--- src/rtl/pa_fdsu_wb_buf.sv ---
// Two-entry writeback FIFO between the FDSU pack stage and the FP register-file
// write port; also keeps sticky fflags and flags pending-destination hazards.
module pa_fdsu_wb_buf (
  input  logic        forever_cpuclk,
  input  logic        cpurst_b,
  input  logic        fdsu_ex4_wb_vld,
  input  logic [31:0] fdsu_frbus_data,
  input  logic [4:0]  fdsu_frbus_fflags,
  input  logic [4:0]  fdsu_frbus_freg,
  input  logic        ctrl_fdsu_flush,
  input  logic        rf_fdsu_wb_grant,
  input  logic        cp0_fdsu_fflags_clr,
  input  logic [4:0]  idu_fdsu_src_freg,
  output logic        fdsu_wb_buf_full,
  output logic        fdsu_rf_wb_vld,
  output logic [31:0] fdsu_rf_wb_data,
  output logic [4:0]  fdsu_rf_wb_freg,
  output logic [4:0]  fdsu_rf_wb_fflags,
  output logic [4:0]  fdsu_sticky_fflags,
  output logic        fdsu_wb_buf_freg_hit
);

  logic [31:0] data_q   [2];
  logic [31:0] data_d   [2];
  logic [4:0]  fflags_q [2];
  logic [4:0]  fflags_d [2];
  logic [4:0]  freg_q   [2];
  logic [4:0]  freg_d   [2];
  logic        wptr_q, wptr_d;
  logic        rptr_q, rptr_d;
  logic [1:0]  cnt_q, cnt_d;
  logic [4:0]  sticky_q, sticky_d;

  logic        push;
  logic        pop;
  logic [1:0]  ent_vld;
  logic        hit;

  assign fdsu_wb_buf_full   = (cnt_q == 2'd2);
  assign fdsu_rf_wb_vld     = (cnt_q != 2'd0);
  assign fdsu_rf_wb_data    = data_q[rptr_q];
  assign fdsu_rf_wb_freg    = freg_q[rptr_q];
  assign fdsu_rf_wb_fflags  = fflags_q[rptr_q];
  assign fdsu_sticky_fflags = sticky_q;
  assign fdsu_wb_buf_freg_hit = hit;

  // Full is taken from registered count only, so a same-cycle pop never frees a slot for push.
  assign push = fdsu_ex4_wb_vld && !fdsu_wb_buf_full && !ctrl_fdsu_flush;
  assign pop  = fdsu_rf_wb_vld && rf_fdsu_wb_grant && !ctrl_fdsu_flush;

  // Next-state for payload, pointers, count and sticky flags.
  always_comb begin
    data_d   = data_q;
    fflags_d = fflags_q;
    freg_d   = freg_q;
    wptr_d   = wptr_q;
    rptr_d   = rptr_q;
    cnt_d    = cnt_q;

    if (push) begin
      data_d[wptr_q]   = fdsu_frbus_data;
      fflags_d[wptr_q] = fdsu_frbus_fflags;
      freg_d[wptr_q]   = fdsu_frbus_freg;
      wptr_d           = ~wptr_q;
    end else begin
      wptr_d = wptr_q;
    end

    if (pop) begin
      rptr_d = ~rptr_q;
    end else begin
      rptr_d = rptr_q;
    end

    case ({push, pop})
      2'b10:   cnt_d = cnt_q + 2'd1;
      2'b01:   cnt_d = cnt_q - 2'd1;
      default: cnt_d = cnt_q;
    endcase

    // Payload is left alone on flush; only occupancy and pointers restart.
    if (ctrl_fdsu_flush) begin
      cnt_d  = 2'd0;
      wptr_d = 1'b0;
      rptr_d = 1'b0;
    end else begin
      cnt_d = cnt_d;
    end

    sticky_d = (cp0_fdsu_fflags_clr ? 5'd0 : sticky_q)
             | (pop ? fflags_q[rptr_q] : 5'd0);
  end

  // Pending-destination hazard over currently occupied entries.
  always_comb begin
    ent_vld[0] = (cnt_q == 2'd2) || ((cnt_q == 2'd1) && (rptr_q == 1'b0));
    ent_vld[1] = (cnt_q == 2'd2) || ((cnt_q == 2'd1) && (rptr_q == 1'b1));
    hit = 1'b0;
    for (int i = 0; i < 2; i++) begin
      if (ent_vld[i] && (freg_q[i] == idu_fdsu_src_freg)) begin
        hit = 1'b1;
      end else begin
        hit = hit;
      end
    end
  end

  // State registers.
  always_ff @(posedge forever_cpuclk or negedge cpurst_b) begin
    if (!cpurst_b) begin
      for (int i = 0; i < 2; i++) begin
        data_q[i]   <= 32'd0;
        fflags_q[i] <= 5'd0;
        freg_q[i]   <= 5'd0;
      end
      wptr_q   <= 1'b0;
      rptr_q   <= 1'b0;
      cnt_q    <= 2'd0;
      sticky_q <= 5'd0;
    end else begin
      data_q   <= data_d;
      fflags_q <= fflags_d;
      freg_q   <= freg_d;
      wptr_q   <= wptr_d;
      rptr_q   <= rptr_d;
      cnt_q    <= cnt_d;
      sticky_q <= sticky_d;
    end
  end

endmodule

--- config.mk ---
export PLATFORM = sky130hd
export DESIGN_NAME = pa_fdsu_wb_buf
export DESIGN_NICKNAME = d
export VERILOG_FILES = /design/src/rtl/pa_fdsu_wb_buf.sv
export SDC_FILE = /design/constraint.sdc
export NUM_CORES = 1
export LEC_CHECK = 0
export ABC_AREA = 1
export BUFFER_PORTS_ARGS = -buffer_cell sky130_fd_sc_hd__buf_2
export CAP_MARGIN = 30
export CORE_MARGIN = 8
export CORE_UTILIZATION = 55
export CTS_BUF_LIST = sky130_fd_sc_hd__clkbuf_4 sky130_fd_sc_hd__clkbuf_8
export CTS_CLUSTER_SIZE = 10
export DETAILED_ROUTE_END_ITERATION = 8
export GPL_TIMING_DRIVEN = 0
export PLACE_DENSITY = 0.81
export SETUP_SLACK_MARGIN = 0.3
export SKIP_LAST_GASP = 1
export SLEW_MARGIN = 20
export SYNTH_ARGS = -nofsm -noshare
export SYNTH_HDL_FRONTEND = slang
export SYNTH_SLANG_ARGS = --single-unit
--- constraint.sdc ---
create_clock -name forever_cpuclk -period 1.76 [get_ports forever_cpuclk]
set_clock_uncertainty 0.05 [all_clocks]
set_input_delay 0.088 -clock forever_cpuclk [delete_from_list [all_inputs] [get_ports forever_cpuclk]]
set_output_delay 0.088 -clock forever_cpuclk [all_outputs]
set_load 0.02 [all_outputs]
==> reports/qor.yml, run 1 <==
run_status:
  outcome: "did not finish"
  stop_stage: "global routing"
  error_line: "[ERROR DPL-0038] Utilization greater than 100%, impossible to legalize"
cts:
  clock-root-buffer: "clkbuf_8"
  cts_sinks: 93
  clockBufferDepth: 2
  htree_levels: 3
  numCtsBuffers: 9
sta:
  grt-worst-endpoint: "fdsu_wb_buf_freg_hit"
  worstEpCategory: "primary output"
die:
  ios: 103
  chipHeight_um: 106
  dieWidth_um: 106
  rows: 33
  start_util_pct: 55.6
placement:
  dp_slack_ns: 0.0976
  gp_congestion: 0.785
  port_buffers: 102
  hpwlAfterDp_mm: 8.17
synth:
  synth_largest_area_cell: "dfrtp_1"
  yosysWarnings: 0
  synth-seq-cells: 93
  synth.top_cell.area_share_pct: 52.0
  synth.avg_cell_area_um2: 8.04
  seq_area_frac_synth_pct: 52.0
  syn-num-nets: 613
  yosysUniqueCellTypes: 16
  syn_inst: 557
  netlist_area_um2: 4480
  ys_top_cells_by_area: "dfrtp_1, nand2_1, o21ai_2"
grt:
  grt_max_degree: 50
-- cell usage after synthesis --
master / instances
inv_2: 2
dfrtp_1: 93
nand3_2: 2
clkbuf_1: 5
nand3_1: 5
o21ai_0: 17
nand2_1: 249
o21ai_1: 48
o21ai_2: 32
buf_6: 13
nor2_1: 7
inv_1: 68
buf_2: 9
ha_1: 3
nor2_4: 1
a21oi_1: 3
-- what timing repair did --
action | CTS
endpoints found under the setup margin | 131
hold buffers | 45
cloned | 7
pin swaps | 20
hold endpoints to repair | 138
buffers inserted | 12
gates resized for setup | 195
-- cell families after synthesis --
| logic type | after synthesis | share of synthesized area, % |
|---|---|---|
| AND/OR/NAND/NOR | 264 | 22.7 |
| AO/OA/AOI/OAI | 100 | 13.9 |
| buffers and inverters | 97 | 10.6 |
| flip-flops | 93 | 52.0 |
| adder cells (fa/ha/maj) | 3 | 0.839 |
-- through the flow --
step                      utilization [%]  std cells  setup TNS (ns)  hold WS (ns)  instance area [um2]
after detailed placement             64.1        765               0       0.00388                 5160
after global placement               63.7        764          -25.07         0.276                 5130
after floorplan                         -        557               0        -0.258                 4490
after CTS                            82.5        842               0       0.00268                 6640
==> run 2: changes to the inputs <==
--- a/config.mk
+++ b/config.mk
@@ -9,13 +9,10 @@
 export BUFFER_PORTS_ARGS = -buffer_cell sky130_fd_sc_hd__buf_2
 export CAP_MARGIN = 30
 export CORE_MARGIN = 8
-export CORE_UTILIZATION = 55
-export CTS_BUF_LIST = sky130_fd_sc_hd__clkbuf_4 sky130_fd_sc_hd__clkbuf_8
-export CTS_CLUSTER_SIZE = 10
+export CORE_UTILIZATION = 40
 export DETAILED_ROUTE_END_ITERATION = 8
 export GPL_TIMING_DRIVEN = 0
-export PLACE_DENSITY = 0.81
-export SETUP_SLACK_MARGIN = 0.3
+export PLACE_DENSITY_LB_ADDON = 0.15
 export SKIP_LAST_GASP = 1
 export SLEW_MARGIN = 20
 export SYNTH_ARGS = -nofsm -noshare
==> run 2 against run 1 <==
Against the previous run:
- the flow now finishes without violations
- synthesized area unchanged
- synthesized cell count unchanged
==> reports/qor.yml, run 2 <==
run_status:
  outcome: "finished clean"
cts:
  clockBufferDepth: 2
  htree_levels: 3
  clock_latency_ns: 0.35
  clock-root-buffer: "clkbuf_8"
  cts_tree: "yes"
  clk_pin_slew_ns: 0.09
  cts_sinks: 93
  numCtsBuffers: 9
placement:
  hpwlAfterDp_mm: 8.23
  port_buffers: 102
  gp_congestion: 0.779
finish:
  final_common_cell: "nand2_1"
  nFillCells: 1034
  diodes: 0
  drive_above_1_share_pct: 25.7
  top_register: "data_q"
  regArea_um2: 2330
  multiInputGateArea_um2: 1710
  nNetsFinal: 775
  reg_top3: "data_q (64), fflags_q (10), freg_q (10)"
  areaGrowthSynthToFinish_pct: 34.0
  largest_reg_flops: 64
  layout_common_cells: "nand2_1, buf_2, dfrtp_1"
sta:
  max_freq_mhz: 586
  maxSlewHeadroom_pct: 63.3
  slew_violations: 0
  period_needed_ns: 1.71
  fin_tns_setup_ns: 0
  hold_slack_ns: 0.134
  grt_setup_unrepaired: "true"
  worst_slew_pin_slew_ns: 0.550
  setup_viol_count_final: 0
  hold_viol: 0
  post-route-period-util_pct: 97.0
die:
  dieWidth_um: 122
  start_util_pct: 41.1
  fp.coreArea_um2: 10900
  die_area_um2: 14800
  chipHeight_um: 122
  rows: 38
  ios: 103
routing:
  wl_per_cell_um: 13.7
  dr.pass1.iters: 4
  via_per_inst: 4.63
  ant_nets: 0
  drt-initial-drc-count: 195
  drc: 0
  drt-total-wl_mm: 11.9
  num_vias: 4003
power_and_ir_drop:
  power.total_mw: 9.39
  power.density_nw_per_um2: 1570
  p_leak_nw: 3.31
  ir_worst_vdd_mv: 0.737
min_path:
  hold_class: "in -> async"
synth:
  synth_largest_area_cell: "dfrtp_1"
  synth.top_cell.area_share_pct: 52.0
  syn_inst: 557
  ys_top_cells_by_area: "dfrtp_1, nand2_1, o21ai_2"
  synth_ff_type: "dfrtp_1"
  synth.most_common_cell: "nand2_1"
  synth_commonest_cells: "nand2_1, dfrtp_1, inv_1, o21ai_1, o21ai_2"
  synth.avg_cell_area_um2: 8.04
  synth-seq-cells: 93
  yosysUniqueCellTypes: 16
  syn-num-nets: 613
  netlist_area_um2: 4480
  yosysWarnings: 0
  async_flop_share_pct: 100
  synth_edf_count: 0
  seq_area_frac_synth_pct: 52.0
setup_path:
  endpoint_kind: "output port"
  startpoint_type: "flip-flop"
  critPathMaxFanout: 5
  path_class: "reg -> out"
  worstPathRequired_ns: 1.62
  arrival_ns: 1.57
grt:
  antenna_found_initial: 0
  grt_pass1_vias: 4167
  grt_max_degree: 63
  overflow: 0
  grt_use_total_pct: 16.6
  grt_first_pass_wirelength_mm: 19.8
run:
  max_cap_violations: 0
[run 2: through the flow]
step / utilization, % / area (um2) / instances / setup WS (ns)
finish: 55.1 / 6000 / 864 / 0.0534
detailed placement: 47.7 / 5190 / 800 / -0.0173
CTS: 54.5 / 5930 / 862 / -0.0191
floorplan: - / 4480 / 557 / 0.177
global placement: 47.4 / 5160 / 799 / -0.313
global route: 55.1 / 6000 / 864 / -0.0336
[run 2: layer usage]
layer	global-route usage (%)	share of wire, %	vias up
met1	21.1	45	1862
li1	-	-	2036
met3	3.15	5.3	8
met2	27.9	49	97
met5	0	0	-
met4	5.47	0.89	0
[run 2: layout make-up]
class                           count  share of cell area (%)
Timing Repair Buffer              151                    17.0
Buffer                             27                    4.24
Clock inverter                      4                    1.59
Multi-Input combinational cell    367                    28.6
Sequential cell                    93                    38.8
Clock buffer                       12                    2.42
Tap cell                          140                    2.92
Inverter                           70                    4.38
[run 2: kinds of logic (layout without fill, tap and decap cells)]
kind of cell / after synthesis / in the layout / synth area share, %
and+or+nand+nor: 264 / 264 / 22.7
AOI/OAI and AO/OA: 100 / 100 / 13.9
buffers and inverters: 97 / 264 / 10.6
DFF: 93 / 93 / 52.0
adders and majority gates: 3 / 3 / 0.839
[run 2: timing repair]
item / in CTS / in global routing
hold buffers: 46 / 0
setup endpoints to repair: 52 / 39
resized for setup: 12 / 15
setup buffers: 0 / 2
hold endpoints to repair: 184 / 0
pin swaps: 0 / 2
[run 2: critical path, cell delays in order, from the launching register on]
cell	delay, ns
dfrtp_1	0.41
buf_4	0.15
ha_4	0.18
a21oi_4	0.12
nor2_1	0.07
nand3_1	0.08
nand2_1	0.06
buf_4	0.15
[run 2: final timing paths]
| path | endpoint | cells past startpoint | start | slack, ns |
|---|---|---|---|---|
| setup / recovery | fdsu_wb_buf_freg_hit | 7 | cnt_q[1]$_DFFE_PN0P_ | 0.05 |
| hold / removal | data_q[28]$_DFFE_PN0P_ | 2 | cpurst_b | 0.13 |
| max in group asynchronous | rptr_q$_DFFE_PN0P_ | 3 | cpurst_b | 0.92 |
| setup reg to reg | fflags_q[4]$_DFFE_PN0P_ | 6 | cnt_q[1]$_DFFE_PN0P_ | 0.06 |
| hold reg to reg | data_q[20]$_DFFE_PN0P_ | 2 | data_q[20]$_DFFE_PN0P_ | 0.43 |
| min in group forever_cpuclk | cnt_q[1]$_DFFE_PN0P_ | 7 | fdsu_ex4_wb_vld | 0.16 |
[run 2: where the power goes]
group	internal (mW)	switching, mW
Clock	0.983	0.719
Sequential	3.07	0.537
Combinational	1.56	2.52
Power figures use the tool's default switching activity.
